File: config.mk
export PLATFORM = sky130hd
export DESIGN_NAME = param_shift_register
export DESIGN_NICKNAME = d
export VERILOG_FILES = /design/src/rtl/param_shift_register_pkg.sv /design/src/rtl/param_shift_register_step_unit.sv /design/src/rtl/param_shift_register.sv
export SDC_FILE = /design/constraint.sdc
export NUM_CORES = 1
export LEC_CHECK = 0
export ABC_AREA = 1
export CORE_MARGIN = 2
export CORE_UTILIZATION = 33
export DETAILED_ROUTE_END_ITERATION = 8
export MAX_ROUTING_LAYER = met4
export PLACE_DENSITY = 0.66
export SLEW_MARGIN = 10
export SYNTH_ARGS = -nofsm -noshare
export SYNTH_HDL_FRONTEND = slang
export SYNTH_SLANG_ARGS = --single-unit
File: constraint.sdc
create_clock -name clk -period 2.3 [get_ports clk]
set_input_delay 0.345 -clock clk [delete_from_list [all_inputs] [get_ports clk]]
set_output_delay 0.345 -clock clk [all_outputs]
set_load 0.03 [all_outputs]
File: src/rtl/param_shift_register_pkg.sv
// ============================================================================
// Module : param_shift_register_pkg
// Brief  : Op and state encodings shared by the universal shift register.
// Rev    : 1.0
// ============================================================================
`default_nettype none

package param_shift_register_pkg;

    typedef enum logic [2:0] {
        OP_HOLD = 3'b000,
        OP_LOAD = 3'b001,
        OP_CLR  = 3'b010,
        OP_SHL1 = 3'b011,
        OP_SHR1 = 3'b100,
        OP_ASR1 = 3'b101,
        OP_ROL1 = 3'b110,
        OP_ROR1 = 3'b111
    } op_e;

    typedef enum logic [1:0] {
        IDLE = 2'd0,
        RUN  = 2'd1,
        FIN  = 2'd2
    } state_e;

    // Only shift/rotate ops may be repeated by the run sequencer.
    function automatic logic is_shift(input op_e o);
        return o inside {OP_SHL1, OP_SHR1, OP_ASR1, OP_ROL1, OP_ROR1};
    endfunction

endpackage

`default_nettype wire

File: src/rtl/param_shift_register_step_unit.sv
// ============================================================================
// Module : shift_step_unit
// Brief  : One combinational step of clear/shift/rotate on a WIDTH-bit word.
// Rev    : 1.0
// ============================================================================
`default_nettype none

module shift_step_unit
    import param_shift_register_pkg::*;
#(
    parameter int WIDTH = 10
) (
    input  logic [WIDTH-1:0] d,
    input  op_e              op,
    input  logic             ser_in,
    output logic [WIDTH-1:0] next_d,
    output logic             next_ser
);

    // HOLD/LOAD outputs are don't-care here; the top handles those ops.
    always_comb begin
        next_d   = d;
        next_ser = 1'b0;
        case (op)
            OP_CLR: begin
                next_d   = '0;
                next_ser = 1'b0;
            end
            OP_SHL1: begin
                next_d   = {d[WIDTH-2:0], ser_in};
                next_ser = d[WIDTH-1];
            end
            OP_SHR1: begin
                next_d   = {ser_in, d[WIDTH-1:1]};
                next_ser = d[0];
            end
            OP_ASR1: begin
                next_d   = {d[WIDTH-1], d[WIDTH-1:1]};
                next_ser = d[0];
            end
            OP_ROL1: begin
                next_d   = {d[WIDTH-2:0], d[WIDTH-1]};
                next_ser = d[WIDTH-1];
            end
            OP_ROR1: begin
                next_d   = {d[0], d[WIDTH-1:1]};
                next_ser = d[0];
            end
            default: begin
                next_d   = d;
                next_ser = 1'b0;
            end
        endcase
    end

endmodule

`default_nettype wire

File: src/rtl/param_shift_register.sv
// ============================================================================
// Module : param_shift_register
// Brief  : WIDTH-bit universal register with a multi-cycle shift-by-N run.
// Rev    : 1.0
// ============================================================================
`default_nettype none

module param_shift_register
    import param_shift_register_pkg::*;
#(
    parameter int WIDTH   = 10,
    parameter int SHAMT_W = 4
) (
    input  logic               clk,
    input  logic               rst,
    input  logic [2:0]         op,
    input  logic               start,
    input  logic [SHAMT_W-1:0] shamt,
    input  logic [WIDTH-1:0]   data_in,
    input  logic               ser_in,
    output logic [WIDTH-1:0]   data_out,
    output logic               ser_out,
    output logic               busy,
    output logic               done
);

    state_e             r_state;
    op_e                r_op;
    logic [SHAMT_W-1:0] r_cnt;
    logic [WIDTH-1:0]   r_data;
    logic               r_ser;
    logic               r_busy;
    logic               r_done;

    op_e                w_op_in;
    op_e                w_step_op;
    logic [WIDTH-1:0]   w_next_d;
    logic               w_next_ser;

    assign w_op_in   = op_e'(op);
    assign w_step_op = (r_state == RUN) ? r_op : w_op_in;

    shift_step_unit #(
        .WIDTH (WIDTH)
    ) u_step (
        .d        (r_data),
        .op       (w_step_op),
        .ser_in   (ser_in),
        .next_d   (w_next_d),
        .next_ser (w_next_ser)
    );

    always_ff @(posedge clk) begin
        if (rst) begin
            r_state <= IDLE;
            r_op    <= OP_HOLD;
            r_cnt   <= '0;
            r_data  <= '0;
            r_ser   <= 1'b0;
            r_busy  <= 1'b0;
            r_done  <= 1'b0;
        end else if (r_state == RUN) begin
            r_data <= w_next_d;
            r_ser  <= w_next_ser;
            r_cnt  <= r_cnt - SHAMT_W'(1);
            if (r_cnt == SHAMT_W'(1)) begin
                r_state <= FIN;
                r_busy  <= 1'b0;
                r_done  <= 1'b1;
            end
        end else begin
            // IDLE and FIN accept new work identically.
            r_state <= IDLE;
            r_busy  <= 1'b0;
            r_done  <= 1'b0;
            if (start && is_shift(w_op_in)) begin
                r_op <= w_op_in;
                if (shamt == '0) begin
                    r_state <= FIN;
                    r_done  <= 1'b1;
                end else begin
                    r_data <= w_next_d;
                    r_ser  <= w_next_ser;
                    r_cnt  <= shamt - SHAMT_W'(1);
                    if (shamt == SHAMT_W'(1)) begin
                        r_state <= FIN;
                        r_done  <= 1'b1;
                    end else begin
                        r_state <= RUN;
                        r_busy  <= 1'b1;
                    end
                end
            end else begin
                case (w_op_in)
                    OP_HOLD: ;
                    OP_LOAD: r_data <= data_in;
                    default: begin
                        r_data <= w_next_d;
                        r_ser  <= w_next_ser;
                    end
                endcase
            end
        end
    end

    assign data_out = r_data;
    assign ser_out  = r_ser;
    assign busy     = r_busy;
    assign done     = r_done;

endmodule

`default_nettype wire

Yosys cells after proc, flatten, opt, wreduce, memory -nomap -nowiden
Index checks and enable logic that the tools add are counted.

Flip-flop bits (word level): 22. Input port bits: 21. Output and inout port bits: 13. Logic and storage cells: 71.

Add/sub/neg operators: 2. Eq/ne operators: 20. Muxes and demuxes: 29. Bitwise operators: 1. Reductions and logical operators: 12.

Operators by type and width (number): 10-bit one-hot mux with 6 select lines (1); 10-bit two-way mux (3); 3-bit == test, second input constant (8); 10-bit one-hot mux with 2 select lines (1); 1-bit two-way mux (14); 4-bit two-way mux (3); 2-bit two-way mux (5); 3-bit by 2-bit == test with 1-bit output, second input constant (3); 4-bit by 1-bit == test with 1-bit output, second input constant (2); 2-bit AND reduction (4); 4-bit by 1-bit subtractor with 4-bit output, second input constant (2); 3-bit != test, second input constant (2); 5-bit nonzero test (1); 4-bit zero test (1); 2-bit OR reduction (2); 3-bit by 1-bit == test with 1-bit output, second input constant (1); 3-bit zero test (1); 3-bit two-way mux (1); 3-bit by 1-bit != test with 1-bit output, second input constant (1); 3-bit OR reduction (1); 2-bit by 1-bit == test with 1-bit output, second input constant (1); 2-bit by 1-bit != test with 1-bit output, second input constant (1); 2-bit != test, second input constant (1); 1-bit one-hot mux with 2 select lines (1); other kinds (3) (3).

Depth between registers and ports, before layout
Depth in word-level cells: 8. Depth in mapped cells: 11. Mapped depth without buffers: 11.

Hierarchy
Synthesis repeated with hierarchy kept, for this count alone.

Cells, all modules: 260. Area, all modules: 1537.7 um^2.

By module, submodules not included: param_shift_register (times used 1, cells each 200, area each 1241.2 um^2, sequential area each 400.4 um^2); shift_step_unit (times used 1, cells each 60, area each 296.5 um^2, sequential area each 0.0 um^2).

Worst setup path before layout
Ideal clock, no wire load.

Path type: reg-to-reg. From: register, netlist name busy. To: register r_data[1] (netlist: data_out[1]). Library setup time: 139 ps. Data arrival time: 1421 ps. Data required time: 2161 ps. Path slack: 741 ps. Stages on the path, launching flop included: 11. Path buffers: 1. Clock period less this slack: 1559 ps. Cell sequence: dfxtp_1 -> nand2_4 -> nand2_1 -> nand2_2 -> buf_4 -> nand3_1 -> nand2_1 -> inv_1 -> nand3_1 -> nand2_1 -> a21oi_2.

RTL lines: end signal: assignment (line param_shift_register.sv:63) `r_data <= w_next_d;`; end signal: assignment (line param_shift_register.sv:82) `r_data <= w_next_d;`; end signal: assignment (line param_shift_register.sv:96) `OP_LOAD: r_data <= data_in;`; end: declaration (line param_shift_register.sv:30) `logic [WIDTH-1:0] r_data;`.

Final worst setup path
From: register r_busy (netlist: busy). To: output port busy.

RTL lines: start: declaration (line param_shift_register.sv:32) `logic r_busy;`; start signal: assignment (line param_shift_register.sv:60) `r_busy <= 1'b0;`; start signal: assignment (line param_shift_register.sv:68) `r_busy <= 1'b0;`; start signal: assignment (line param_shift_register.sv:74) `r_busy <= 1'b0;`; end: declaration (line param_shift_register.sv:23) `output logic busy,`.

No word-level cell between the ends.

==> flow_summary.toml <==
[outcome]
outcome = "completed"

[routing]
via_per_inst = 4.83
vias = 1595
first_pass_iters = 4
drt_iter0_markers = 92
wl_per_cell_um = 11.1
post-route-drc-count = 0
drt-total-wl_um = 3670
antenna_left = 0

[sta]
finalCritPeriodShare = 0.783
finalSetupTns_ns = 0
min_period_ns = 1.80
setup_viol = 0
timing.fmax_mhz = 555
finalWorstSetupSlack_ns = 0.498
drv_slew = 0
worstMarginPinSlew_ns = 0.334
slew_headroom = 0.777
clock_skew_ns = 0.0101
hold_viol_final = 0
rsz0062_at_grt = "no"

[setup_path]
path_cells = "clkdlybuf4s50_1"
critical_path_class = "flip-flop to output pin"
crit_path_max_fanout = 7
crit_path_end_kind = "output pin"
critPathTopFamily = "buffers and inverters"
critPathMaxStageDelay_ns = 0.73
critPathLaunchType = "flip-flop"
r2r_slack_ns = 0.55
crit_slowest_cell = "clkdlybuf4s50_1"
required_ns = 1.96
critPathBufInv = 1
cp.arrival_ns = 1.46

[clocking]
insertion_delay_ns = 0.26
hold_buffers = 0
clkTransAtPathRegs_ns = 0.07
cts_setup_buffers = 0
clkSinkCount = 21
cts-root-buf = "clkbuf_8"
cts_inserted_buffers = 3
postCtsResizedCells = 0
clk_path_buf_depth = 2
cts_max_level = 1
cts_tree = "built"

[place]
port_buffers = 33
placed_area_um2 = 1930
dp.cells = 326
pre_cts_ws_ns = 0.239
place.gp.congestion = 0.779
dp_hpwl_um = 2670

[floorplanning]
initial_core_util = 0.351
fp.dieArea_um2 = 5290
core_um2 = 4440
die_w_um = 72.7
io_pins = 34
fp-row-count = 24
fp.dieH_um = 72.7

[synthesis]
synth-async-reset-ratio = 0
yosysUniqueCellTypes = 34
synth_fp_nets = 272
syn_inst = 246
synth_ff_type = "dfxtp_1"
synth_area_per_cell_um2 = 6.33
synth_commonest_cells = "nand2_1 (63), nor2_1 (37), inv_1 (29), nand3_1 (29), dfxtp_1 (21)"
syn-cell-area_um2 = 1560
ys_warn_count = 0
synth_top_cells_by_area = "dfxtp_1 (27%), nand2_1 (15%), nand3_1 (9.3%)"
yosysMostFrequentCell = "nand2_1"
yosysTopAreaCellShare = 0.270
yosys.area.top_type = "dfxtp_1"
seq_area_frac_synth = 0.270
ys_seq_elements = 21
synth_edf_count = 0

[final_layout]
final_layout_size_suffix_gt1_frac = 0.101
final_cells = 330
fin_area_um2 = 1970
area_growth_pct = 26.6
diodes = 0
utilization = 0.444
final_net_count = 305
fillers = 459

[grt]
use_met1 = 0.198
grt_pass1_wl_um = 6330
grt_pass1_vias = 1465
grt_usage = 0.152
grt_max_degree = 21
grt_antenna_before_repair = 0
grt_busiest_layer = "met2"
grt_overflow_total = 0
grtUsageMet2 = 0.247
met3_usage = 0.0193

[pwr]
vdd_ir_drop_max_mv = 0.198
power_density_nw_per_um2 = 518
power_leakage_nw = 0.840

[run]
cap_violations = 0

[min_path]
min_path_type = "flip-flop to flip-flop"
cell usage in the layout (no fill, tap or decap), types with 4 or more instances in the layout:
cell type | synthesis | layout
clkdlybuf4s50_1 | 0 | 33
inv_1 | 29 | 29
nand4_1 | 4 | 4
a21oi_1 | 10 | 10
a21oi_2 | 7 | 7
dfxtp_1 | 21 | 21
nor2_1 | 37 | 37
o21ai_0 | 5 | 5
nand2_1 | 63 | 63
ha_1 | 5 | 5
nand3_1 | 29 | 29
final timing paths:
| check | startpoint | end | cells past startpoint |
|---|---|---|---|
| min | r_op[1] | r_op[1] | 2 |
| max | busy | busy | 1 |
| max reg2reg | r_state[1] | data_out[5] | 10 |
| min reg2reg | r_op[1] | r_op[1] | 2 |
per-layer routing:
layer	wire, um	vias to the layer above
li1	-	851
met1	1840	712
met2	1660	30
met3	132	2
met4	32	0
met5	0	-
report_power, final:
part	switching, mW	internal, mW	total [mW]
logic	0.215	0.140	0.355
clock network	0.122	0.123	0.245
registers	0.0270	0.393	0.420
flip-flops by register name, summed over array words and instances (netlist names):
name and count:
done 1, r_cnt 4, ser_out 1, r_state 1
busy 1, r_op 3, data_out 10
metrics by stage:
stage          hold slack (ns)  power, mW
3_3_place_gp             0.455      0.782
4_1_cts                  0.475       1.03
3_5_place_dp             0.462      0.785
6_report                 0.471       1.02
5_1_grt                  0.484       1.09
2_1_floorplan            0.414      0.673
area by class of cell:
class                      instances  area (um2)  area share
clock buffer                       4        45.0      0.0228
inverter                          31         121      0.0615
multi-input combinational        186         967       0.490
sequential                        21         420       0.213
tap                               52        65.1      0.0330
timing repair buffer              36         353       0.179
kinds of logic after synthesis:
| logic type | synth area share |
|---|---|
| simple gates | 0.416 |
| buf+inv | 0.109 |
| compound gates | 0.148 |
| flops | 0.270 |
| fa+ha+maj | 0.0402 |
| xor+xnor | 0.0169 |
(Power assumes the default switching activity.)
